### src/rtl/parity_ctrl_pkg.sv
// Shared types and the parity verdict helper for the parity frame controller.
package parity_ctrl_pkg;

    typedef enum logic [1:0] {IDLE, SHIFT, CHECK, REPORT} ctrl_state_t;
    typedef enum logic {EVEN, ODD} par_state_t;

    // Mismatch when data ones plus the parity bit disagree with the scheme.
    function automatic logic parity_err(input logic odd, input logic pbit, input logic odd_mode);
        return odd ^ pbit ^ odd_mode;
    endfunction

endpackage

### src/rtl/parity_bit_tracker.sv
// Two-state serial parity tracker: toggles on every enabled 1 bit.
module parity_bit_tracker
    import parity_ctrl_pkg::*;
(
    input  logic clk,
    input  logic rstn,
    input  logic clr,
    input  logic en,
    input  logic bit_in,
    output logic odd
);

    par_state_t r_state;

    always_ff @(posedge clk) begin
        if (!rstn || clr) begin
            r_state <= EVEN;
        end else if (en && bit_in) begin
            r_state <= (r_state == EVEN) ? ODD : EVEN;
        end
    end

    assign odd = (r_state == ODD);

endmodule

### src/rtl/parity_frame_ctrl.sv
// Accepts a word plus parity bit, serializes it LSB-first through the tracker,
// and returns a parity verdict over valid/ready with a saturating error count.
module parity_frame_ctrl
    import parity_ctrl_pkg::*;
#(
    parameter int unsigned DATA_W   = 8,
    parameter int unsigned ODD_MODE = 0,
    parameter int unsigned CNT_W    = 8
) (
    input  logic              clk,
    input  logic              rstn,
    input  logic              in_valid,
    output logic              in_ready,
    input  logic [DATA_W-1:0] in_data,
    input  logic              in_parity,
    output logic              out_valid,
    input  logic              out_ready,
    output logic              out_err,
    output logic [CNT_W-1:0]  err_cnt,
    input  logic              clr_cnt,
    output logic              busy
);

    localparam int unsigned BCNT_W = $clog2(DATA_W + 1);

    ctrl_state_t       r_state;
    logic [DATA_W-1:0] r_shreg;
    logic [BCNT_W-1:0] r_bit_cnt;
    logic              r_cap_par;
    logic              r_out_valid;
    logic              r_out_err;
    logic              r_in_ready;
    logic              r_busy;
    logic [CNT_W-1:0]  r_err_cnt;

    logic w_accept;
    logic w_trk_en;
    logic w_trk_odd;
    logic w_err;

    assign w_accept = (r_state == IDLE) && in_valid;
    assign w_trk_en = (r_state == SHIFT);
    assign w_err    = parity_err(w_trk_odd, r_cap_par, 1'(ODD_MODE));

    parity_bit_tracker u_tracker (
        .clk    (clk),
        .rstn   (rstn),
        .clr    (w_accept),
        .en     (w_trk_en),
        .bit_in (r_shreg[0]),
        .odd    (w_trk_odd)
    );

    // Controller FSM with registered handshake and status outputs.
    always_ff @(posedge clk) begin
        if (!rstn) begin
            r_state     <= IDLE;
            r_shreg     <= '0;
            r_bit_cnt   <= '0;
            r_cap_par   <= 1'b0;
            r_out_valid <= 1'b0;
            r_out_err   <= 1'b0;
            r_in_ready  <= 1'b1;
            r_busy      <= 1'b0;
        end else begin
            case (r_state)
                IDLE: begin
                    if (in_valid) begin
                        r_shreg    <= in_data;
                        r_cap_par  <= in_parity;
                        r_bit_cnt  <= '0;
                        r_in_ready <= 1'b0;
                        r_busy     <= 1'b1;
                        r_state    <= SHIFT;
                    end
                end
                SHIFT: begin
                    r_shreg   <= r_shreg >> 1;
                    r_bit_cnt <= r_bit_cnt + BCNT_W'(1);
                    if (r_bit_cnt == BCNT_W'(DATA_W - 1)) begin
                        r_state <= CHECK;
                    end
                end
                CHECK: begin
                    r_out_err   <= w_err;
                    r_out_valid <= 1'b1;
                    r_state     <= REPORT;
                end
                REPORT: begin
                    if (out_ready) begin
                        r_out_valid <= 1'b0;
                        r_in_ready  <= 1'b1;
                        r_busy      <= 1'b0;
                        r_state     <= IDLE;
                    end
                end
                default: r_state <= IDLE;
            endcase
        end
    end

    // Saturating error counter; a clear beats a coincident increment.
    always_ff @(posedge clk) begin
        if (!rstn || clr_cnt) begin
            r_err_cnt <= '0;
        end else if ((r_state == CHECK) && w_err && (r_err_cnt != '1)) begin
            r_err_cnt <= r_err_cnt + CNT_W'(1);
        end
    end

    assign in_ready  = r_in_ready;
    assign out_valid = r_out_valid;
    assign out_err   = r_out_err;
    assign err_cnt   = r_err_cnt;
    assign busy      = r_busy;

endmodule

### config.mk
export PLATFORM = sky130hd
export DESIGN_NAME = parity_frame_ctrl
export DESIGN_NICKNAME = d
export VERILOG_FILES = /design/src/rtl/parity_ctrl_pkg.sv /design/src/rtl/parity_bit_tracker.sv /design/src/rtl/parity_frame_ctrl.sv
export SDC_FILE = /design/constraint.sdc
export NUM_CORES = 1
export LEC_CHECK = 0
export CAP_MARGIN = 20
export CORE_UTILIZATION = 40
export DETAILED_ROUTE_END_ITERATION = 8
export HOLD_SLACK_MARGIN = 0.12
export PLACE_DENSITY = 0.66
export SLEW_MARGIN = 20
export SYNTH_ARGS = -nofsm -noshare
export SYNTH_HDL_FRONTEND = slang
export SYNTH_SLANG_ARGS = --single-unit
### constraint.sdc
create_clock -name clk -period 2.3 [get_ports clk]
set_input_delay 0.23 -clock clk [delete_from_list [all_inputs] [get_ports clk]]
set_output_delay 0.23 -clock clk [all_outputs]
set_load 0.05 [all_outputs]
==> results of run 1 <==
-- per-layer routing --
metal | up-vias | wire length [um] | share of wire | global-route usage
met2 | 34 | 1462 | 0.52 | 0.3328
met5 | - | 0 | 0 | 0
met3 | 2 | 107 | 0.038 | 0.04051
met1 | 548 | 1228 | 0.44 | 0.1944
li1 | 610 | - | - | -
met4 | 0 | 14 | 0.0050 | 0.03571
-- cell usage in the layout (no fill, tap or decap), types with 2 or more instances in the layout --
| cell type | synthesis | routed |
|---|---|---|
| dfxtp_1 | 28 | 28 |
| clkdlybuf4s50_1 | 0 | 25 |
| nand2_1 | 16 | 16 |
| a21oi_1 | 10 | 10 |
| nor2_1 | 9 | 9 |
| nand3_1 | 8 | 8 |
| o21ai_0 | 8 | 8 |
| nor2b_1 | 7 | 7 |
| mux2i_1 | 7 | 7 |
| o211a_1 | 7 | 7 |
| ha_1 | 7 | 7 |
| nor3_1 | 5 | 5 |
| inv_1 | 4 | 4 |
| a21boi_0 | 4 | 4 |
| a31oi_1 | 4 | 4 |
| nand2b_1 | 3 | 3 |
| clkbuf_4 | 0 | 3 |
| buf_4 | 0 | 3 |
| nand4_1 | 2 | 2 |
| nand3b_1 | 2 | 2 |
| and3_1 | 2 | 2 |
-- worst reg2reg max path, cell delays in order, from the launching register on --
cell	delay (ps)
dfxtp_1	410
inv_1	100
ha_1	330
o21ai_0	510
o21ai_0	170
a21boi_0	160
-- metrics by stage --
stage	power, mW	cell area, um^2
after floorplan	1.251	1374
after global placement	1.429	1677
after detailed placement	1.464	1677
after CTS	1.705	1713
after global routing	1.819	1713
final	1.689	1713
-- worst paths after layout --
kind,from,endpoint,slack (ps)
min reg2reg,out_err$_SDFFE_PN0P_,out_err$_SDFFE_PN0P_,500
max reg2reg,r_state[1]$_SDFFE_PN0P_,r_bit_cnt[2]$_SDFFE_PN0P_,560
min,in_parity,r_cap_par$_SDFFE_PN0P_,460
max,err_cnt[2]$_SDFFE_PP0P_,err_cnt[2],420
-- synthesized netlist by cell type, types with 2 or more instances --
cell type   n
nand2_1    16
and3_1      2
clkbuf_1    4
nand4_1     2
ha_1        7
inv_1       4
a21oi_1    10
mux2i_1     7
dfxtp_1    28
a21boi_0    4
o211a_1     7
a31oi_1     4
o21ai_0     8
nor2_1      9
nor3_1      5
nand3_1     8
nor2b_1     7
nand3b_1    2
nand2b_1    3
-- where the power goes --
| group | internal [mW] | switching (mW) |
|---|---|---|
| Clock | 0.0969 | 0.144 |
| Combinational | 0.315 | 0.444 |
| Sequential | 0.607 | 0.0816 |
-- cell type report --
| class | count | area, um^2 |
|---|---|---|
| multi-input combinational | 117 | 773.2 |
| inverter | 4 | 15.01 |
| tap | 44 | 55.05 |
| fill | 311 | 1440 |
| sequential | 28 | 560.5 |
| timing repair buffer | 28 | 272.8 |
| clock buffer | 4 | 36.28 |
-- state kept, by name, indices dropped and copies added, names as in the netlist --
signal and cells:
err_cnt 8, r_shreg 8, r_bit_cnt 4, r_state 2, busy 1, in_ready 1
out_err 1, out_valid 1, r_cap_par 1, u_tracker.odd 1
-- kinds of logic (layout without fill, tap and decap cells) --
group,count (synthesis),count (layout)
and+or+nand+nor,62,62
adders and majority gates,7,7
DFF,28,28
muxes,7,7
AOI/OAI and AO/OA,38,38
buffers and inverters,10,36
xor gates and xnor gates,3,3
==> summary.md, run 1 <==
| Metric | Value |
|---|---|
| Simple-gate portion of the synthesized area | `0.2368` |
| Final Setup Violations | `0` |
| Async S/R FF share, synth | `0` |
| Hold buffer count at CTS | `0` |
| Post-synthesis xor/xnor area fraction | `0.02459` |
| Register area share after synthesis | `0.4080` |
| Fin crit share | `0.8155` |
| Chip width | `60.61 um` |
| Place WS | `601.4 ps` |
| Dpl cells | `221` |
| Clock latency on the worst-skew pair | `330 ps` |
| Antenna violations before repair | `0` |
| DR WL/cell | `12.50 um` |
| Post-CTS Resized | `0` |
| Routability congestion estimate | `0.8279` |
| Worst Tran Pin Value | `529.7 ps` |
| Vias/cell | `5.307` |
| Syn Area/Cell | `8.863 um^2` |
| Worst path required time | `2070 ps` |
| Setup ws final | `424.3 ps` |
| Critical path class | `register to output port` |
| CP endpoint kind | `output port` |
| Vias | `1194` |
| ANT nets after route | `0` |
| Pin count of the biggest net entering global routing | `16` |
| Synth top area share | `0.4080` |
| Gr usage total | `0.1737` |
| Synth unique cells | `37` |
| Die height | `60.61 um` |
| Crit path DAT | `1650 ps` |
| Final min period | `1876 ps` |
| Worst path cell trace | `clkdlybuf4s50_1` |
| Maximum clock rate | `0.5331 GHz` |
| Max Buffers Root-to-Sink | `2` |
| Detailed placement HPWL | `2.145 mm` |
| Synth area leaders | `dfxtp_1 41%, ha_1 6.4%, mux2i_1 5.1%` |
| Yosys warns | `0` |
| Relative slew slack | `0.6432` |
| Worst setup SP type | `register` |
| Nets@finish | `203` |
| Worst hold margin | `460.4 ps` |
| RSZ-0062 raised after global routing | `no` |
| Yosys reg bits | `28` |
| CORE AREA | `0.003153 mm^2` |
| Final Util | `0.5433` |
| CP delay by family, top | `buffers and inverters` |
| Final std cells w/o fill | `225` |
| CP max-delay cell | `clkdlybuf4s50_1` |
| Largest family of logic cells by synthesized area | `simple AND/OR/NAND/NOR gates` |
| Final slew viol count | `0` |
| Vias in the first global route | `1123` |
| DR DRC count | `0` |
| Levels on crit path | `1` |
| Max-cap check violation count | `0` |
| Global route overflow | `0` |
| Worst ir drop on vdd | `0.0005830 V` |
| Reg clk slew, reported paths | `160 ps` |
| Clock sink count | `28` |
| H-tree Lvls | `1` |
| # rows | `20` |
| Die area | `0.003673 mm^2` |
| Reg2Reg Depth | `5` |
| Multiplexer share of the synthesized area | `0.05100` |
| # port buffers | `25` |
| Largest stage delay on the critical path | `840 ps` |
| Layout cells sized above 1 | `0.06077` |
| CTS tree | `done` |
| CTS Root Cell | `clkbuf_4` |
| Post-CTS Setup Repair Bufs | `0` |
| Iter 0 DRT Violations | `72` |
| HP Class | `primary input to register` |
| Final hold vios | `0` |
| Num ports | `26` |
| LEAKAGE | `0.6837 nW` |
| Area fraction in compound gates after synthesis | `0.1867` |
| Clk_skew | `15.07 ps` |
| Syn_nets | `176` |
| First-pass GRT wire length | `4.781 mm` |
| Outcome | `finished, final reports clean` |
| Gate Count Post-Synth | `155` |
| Area leader, netlist | `dfxtp_1` |
| CTS Buf Count | `3` |
| Post-synth EDFFs | `0` |
| First-pass detailed-route iteration total | `4` |
| Power per cell area | `986.2 mW/mm^2` |
| Ant diodes | `0` |
| Worst path bufs/invs | `1` |
| Layout area overhead | `24.68%` |
| Adder-cell area share of the yosys netlist | `0.06375` |
| Starting Density | `0.4357` |
| Final WL | `2.813 mm` |
| Hold path cells | `3` |
| CP max FO | `7` |
| Syn Std Cell Area | `0.001374 mm^2` |
| Setup TNS | `0 ps` |
| Main synth FF type | `dfxtp_1` |
(Power assumes the default switching activity.)
==> run 2: changes to the inputs <==
==> constraint.sdc (replaced) <==
create_clock -name clk -period 1.8 [get_ports clk]
set_input_delay 0.18 -clock clk [delete_from_list [all_inputs] [get_ports clk]]
set_output_delay 0.18 -clock clk [all_outputs]
set_load 0.05 [all_outputs]
==> run 2 against run 1 <==
Clock power is 25% higher. Worst setup slack got worse by 380 ps. Power grew 28%. Die area did not move. Register-to-register slack worse by 390 ps. Largest power group unchanged. Routed wire length decreased by 3.9%. Critical path depth did not move.
==> summary.md, run 2 (synthesis gave the netlist of run 1 again) <==
| Metric | Value |
|---|---|
| CP endpoint kind | `output port` |
| FF-to-FF setup slack | `170 ps (-390 ps)` |
| Starting Density | `0.4357 (unchanged)` |
| Final min period | `1756 ps` |
| R2r endpoint | `r_shreg[6]$_SDFFE_PN0P_` |
| Final WL | `2.703 mm (-3.9%)` |
| Most frequent cells in the layout | `28 x dfxtp_1, 18 x clkdlybuf4s50_1, 16 x nand2_1, 10 x a21oi_1, 9 x nor2_1` |
| Nets@finish | `204 (+0.49%)` |
| Hold buffer count at CTS | `0 (unchanged)` |
| CTS tree | `done` |
| Worst Tran Pin Value | `504.6 ps (-25.08 ps)` |
| CORE AREA | `0.003153 mm^2 (unchanged)` |
| Gr usage total | `0.1652 (-0.008478)` |
| Power per cell area | `1242 mW/mm^2 (+26%)` |
| Antenna violations before repair | `0 (unchanged)` |
| # port buffers | `25 (unchanged)` |
| Largest stage delay on the critical path | `830 ps (about the same)` |
| Final Util | `0.5508 (+0.007540)` |
| Worst path cell trace | `clkdlybuf4s50_1` |
| Pin count of the biggest net entering global routing | `16 (unchanged)` |
| Register area | `560.5 um^2 (unchanged)` |
| Final std cells w/o fill | `226 (+0.44%)` |
| Reg2Reg Depth | `6 (+1)` |
| Critical path class | `register to output port` |
| Maximum clock rate | `0.5696 GHz` |
| Worst path bufs/invs | `1 (unchanged)` |
| Dpl cells | `222 (+0.45%)` |
| Chip width | `60.61 um (unchanged)` |
| Reg clk slew, reported paths | `150 ps (about the same)` |
| Vias | `1198 (+0.34%)` |
| First-pass GRT wire length | `4.595 mm (-3.9%)` |
| Final slew viol count | `0 (unchanged)` |
| Worst setup SP type | `register` |
| Layout cells sized above 1 | `0.07143 (+0.01066)` |
| CTS Root Cell | `clkbuf_4` |
| Commonest non-fill, non-tap cell in the layout | `dfxtp_1` |
| First-pass detailed-route iteration total | `4 (unchanged)` |
| Setup TNS | `0 ps (unchanged)` |
| Iter 0 DRT Violations | `49 (-32%)` |
| # rows | `20 (unchanged)` |
| Fin crit share | `0.9753` |
| CP delay by family, top | `buffers and inverters` |
| Clock latency on the worst-skew pair | `330 ps (about the same)` |
| Post-CTS Setup Repair Bufs | `0 (unchanged)` |
| Die height | `60.61 um (unchanged)` |
| DR WL/cell | `11.96 um (-4.3%)` |
| Final Setup Violations | `0 (unchanged)` |
| CP Launch Point | `err_cnt[1]$_SDFFE_PP0P_` |
| Die area | `0.003673 mm^2 (unchanged)` |
| Crit path DAT | `1580 ps (-70 ps)` |
| Ant diodes | `0 (unchanged)` |
| Clk_skew | `10.94 ps (-4.131 ps)` |
| HP Start | `in_parity` |
| Worst hold margin | `423.3 ps (-37.09 ps)` |
| ANT nets after route | `0 (unchanged)` |
| Outcome | `finished, final reports clean` |
| Worst ir drop on vdd | `0.0008380 V (+44%)` |
| H-tree Lvls | `1 (unchanged)` |
| Relative slew slack | `0.6626 (+0.01940)` |
| CTS Buf Count | `3 (unchanged)` |
| Worst-case hold path end point | `r_cap_par$_SDFFE_PN0P_` |
| Max-cap check violation count | `0 (unchanged)` |
| Routability congestion estimate | `0.8263 (-0.19%)` |
| GRT met3 Usage | `0.04691 (+0.006397)` |
| Clock sink count | `28 (unchanged)` |
| RSZ-0062 raised after global routing | `no` |
| HP Class | `primary input to register` |
| LEAKAGE | `0.7948 nW (+16%)` |
| Vias in the first global route | `1120 (-0.27%)` |
| Global route overflow | `0 (unchanged)` |
| DR DRC count | `0 (unchanged)` |
| CP max FO | `4 (-3)` |
| Total power | `2.157 mW (+28%)` |
| Worst path required time | `1620 ps (-450 ps)` |
| Area occupied by multi-input gates | `779.5 um^2 (+0.81%)` |
| Global routing usage on met2 | `0.2951 (-0.03768)` |
| Layout area overhead | `26.41%` |
| Fillers | `313 (+0.64%)` |
| R2r startpoint | `r_state[0]$_SDFFE_PN0P_` |
| Detailed placement HPWL | `2.040 mm (-4.9%)` |
| Post-CTS Resized | `2 (+2)` |
| Hold path cells | `3 (unchanged)` |
| CP max-delay cell | `clkdlybuf4s50_1` |
| Global routing's busiest layer | `met2` |
| Final hold vios | `0 (unchanged)` |
| Num ports | `26 (unchanged)` |
| Vias/cell | `5.301 (-0.11%)` |
| Met1 Track Usage GR | `0.1942 (-0.0002187)` |
| Max Buffers Root-to-Sink | `2 (unchanged)` |
-- run 2: where the power goes --
part / switching (mW) / internal, mW / leakage, nW
Combinational: 0.567 / 0.410 / 0.545
Sequential: 0.103 / 0.776 / 0.229
Clock: 0.178 / 0.124 / 0.0210
Total: 0.847 / 1.31 / 0.795
-- run 2: area by class of cell --
cell class / count / share of cell area
clock buffer: 4 / 0.02089
inverter: 4 / 0.008646
sequential: 28 / 0.3228
multi-input combinational: 117 / 0.4488
timing repair buffer: 29 / 0.1671
tap: 44 / 0.03170
-- run 2: worst register-to-register path: cells and delay by family (launching register included) --
family | cells | cell delay, ps
flip-flops | 1 | 370
adder cells (fa/ha/maj) | 1 | 290
buffers and inverters | 2 | 290
AND/OR/NAND/NOR | 2 | 360
AO/OA/AOI/OAI | 1 | 220
-- run 2: worst max path at each step --
stage | to | slack [ps] | cells past startpoint
after CTS | err_cnt[7] | 10 | 1
after global routing | r_bit_cnt[2]$_SDFFE_PN0P_ | 4 | 6
after detailed placement | r_state[0]$_SDFFE_PN0P_ | 150 | 6
final | err_cnt[1] | 40 | 1
after global placement | err_cnt[4]$_SDFFE_PP0P_ | 200 | 5
after floorplan | err_cnt[0]$_SDFFE_PP0P_ | 100 | 5
-- run 2: per-layer routing --
layer	vias to the layer above	wire length (um)
met3	2	147
met2	36	1294
met1	545	1242
met5	-	0
met4	0	18
li1	615	-
-- run 2: stage by stage --
stage	area, um^2	setup WS, ps
floorplan	1374	101.2
global placement	1684	201.4
detailed placement	1684	149.8
CTS	1718	11.97
global route	1737	3.942
finish	1737	44.46
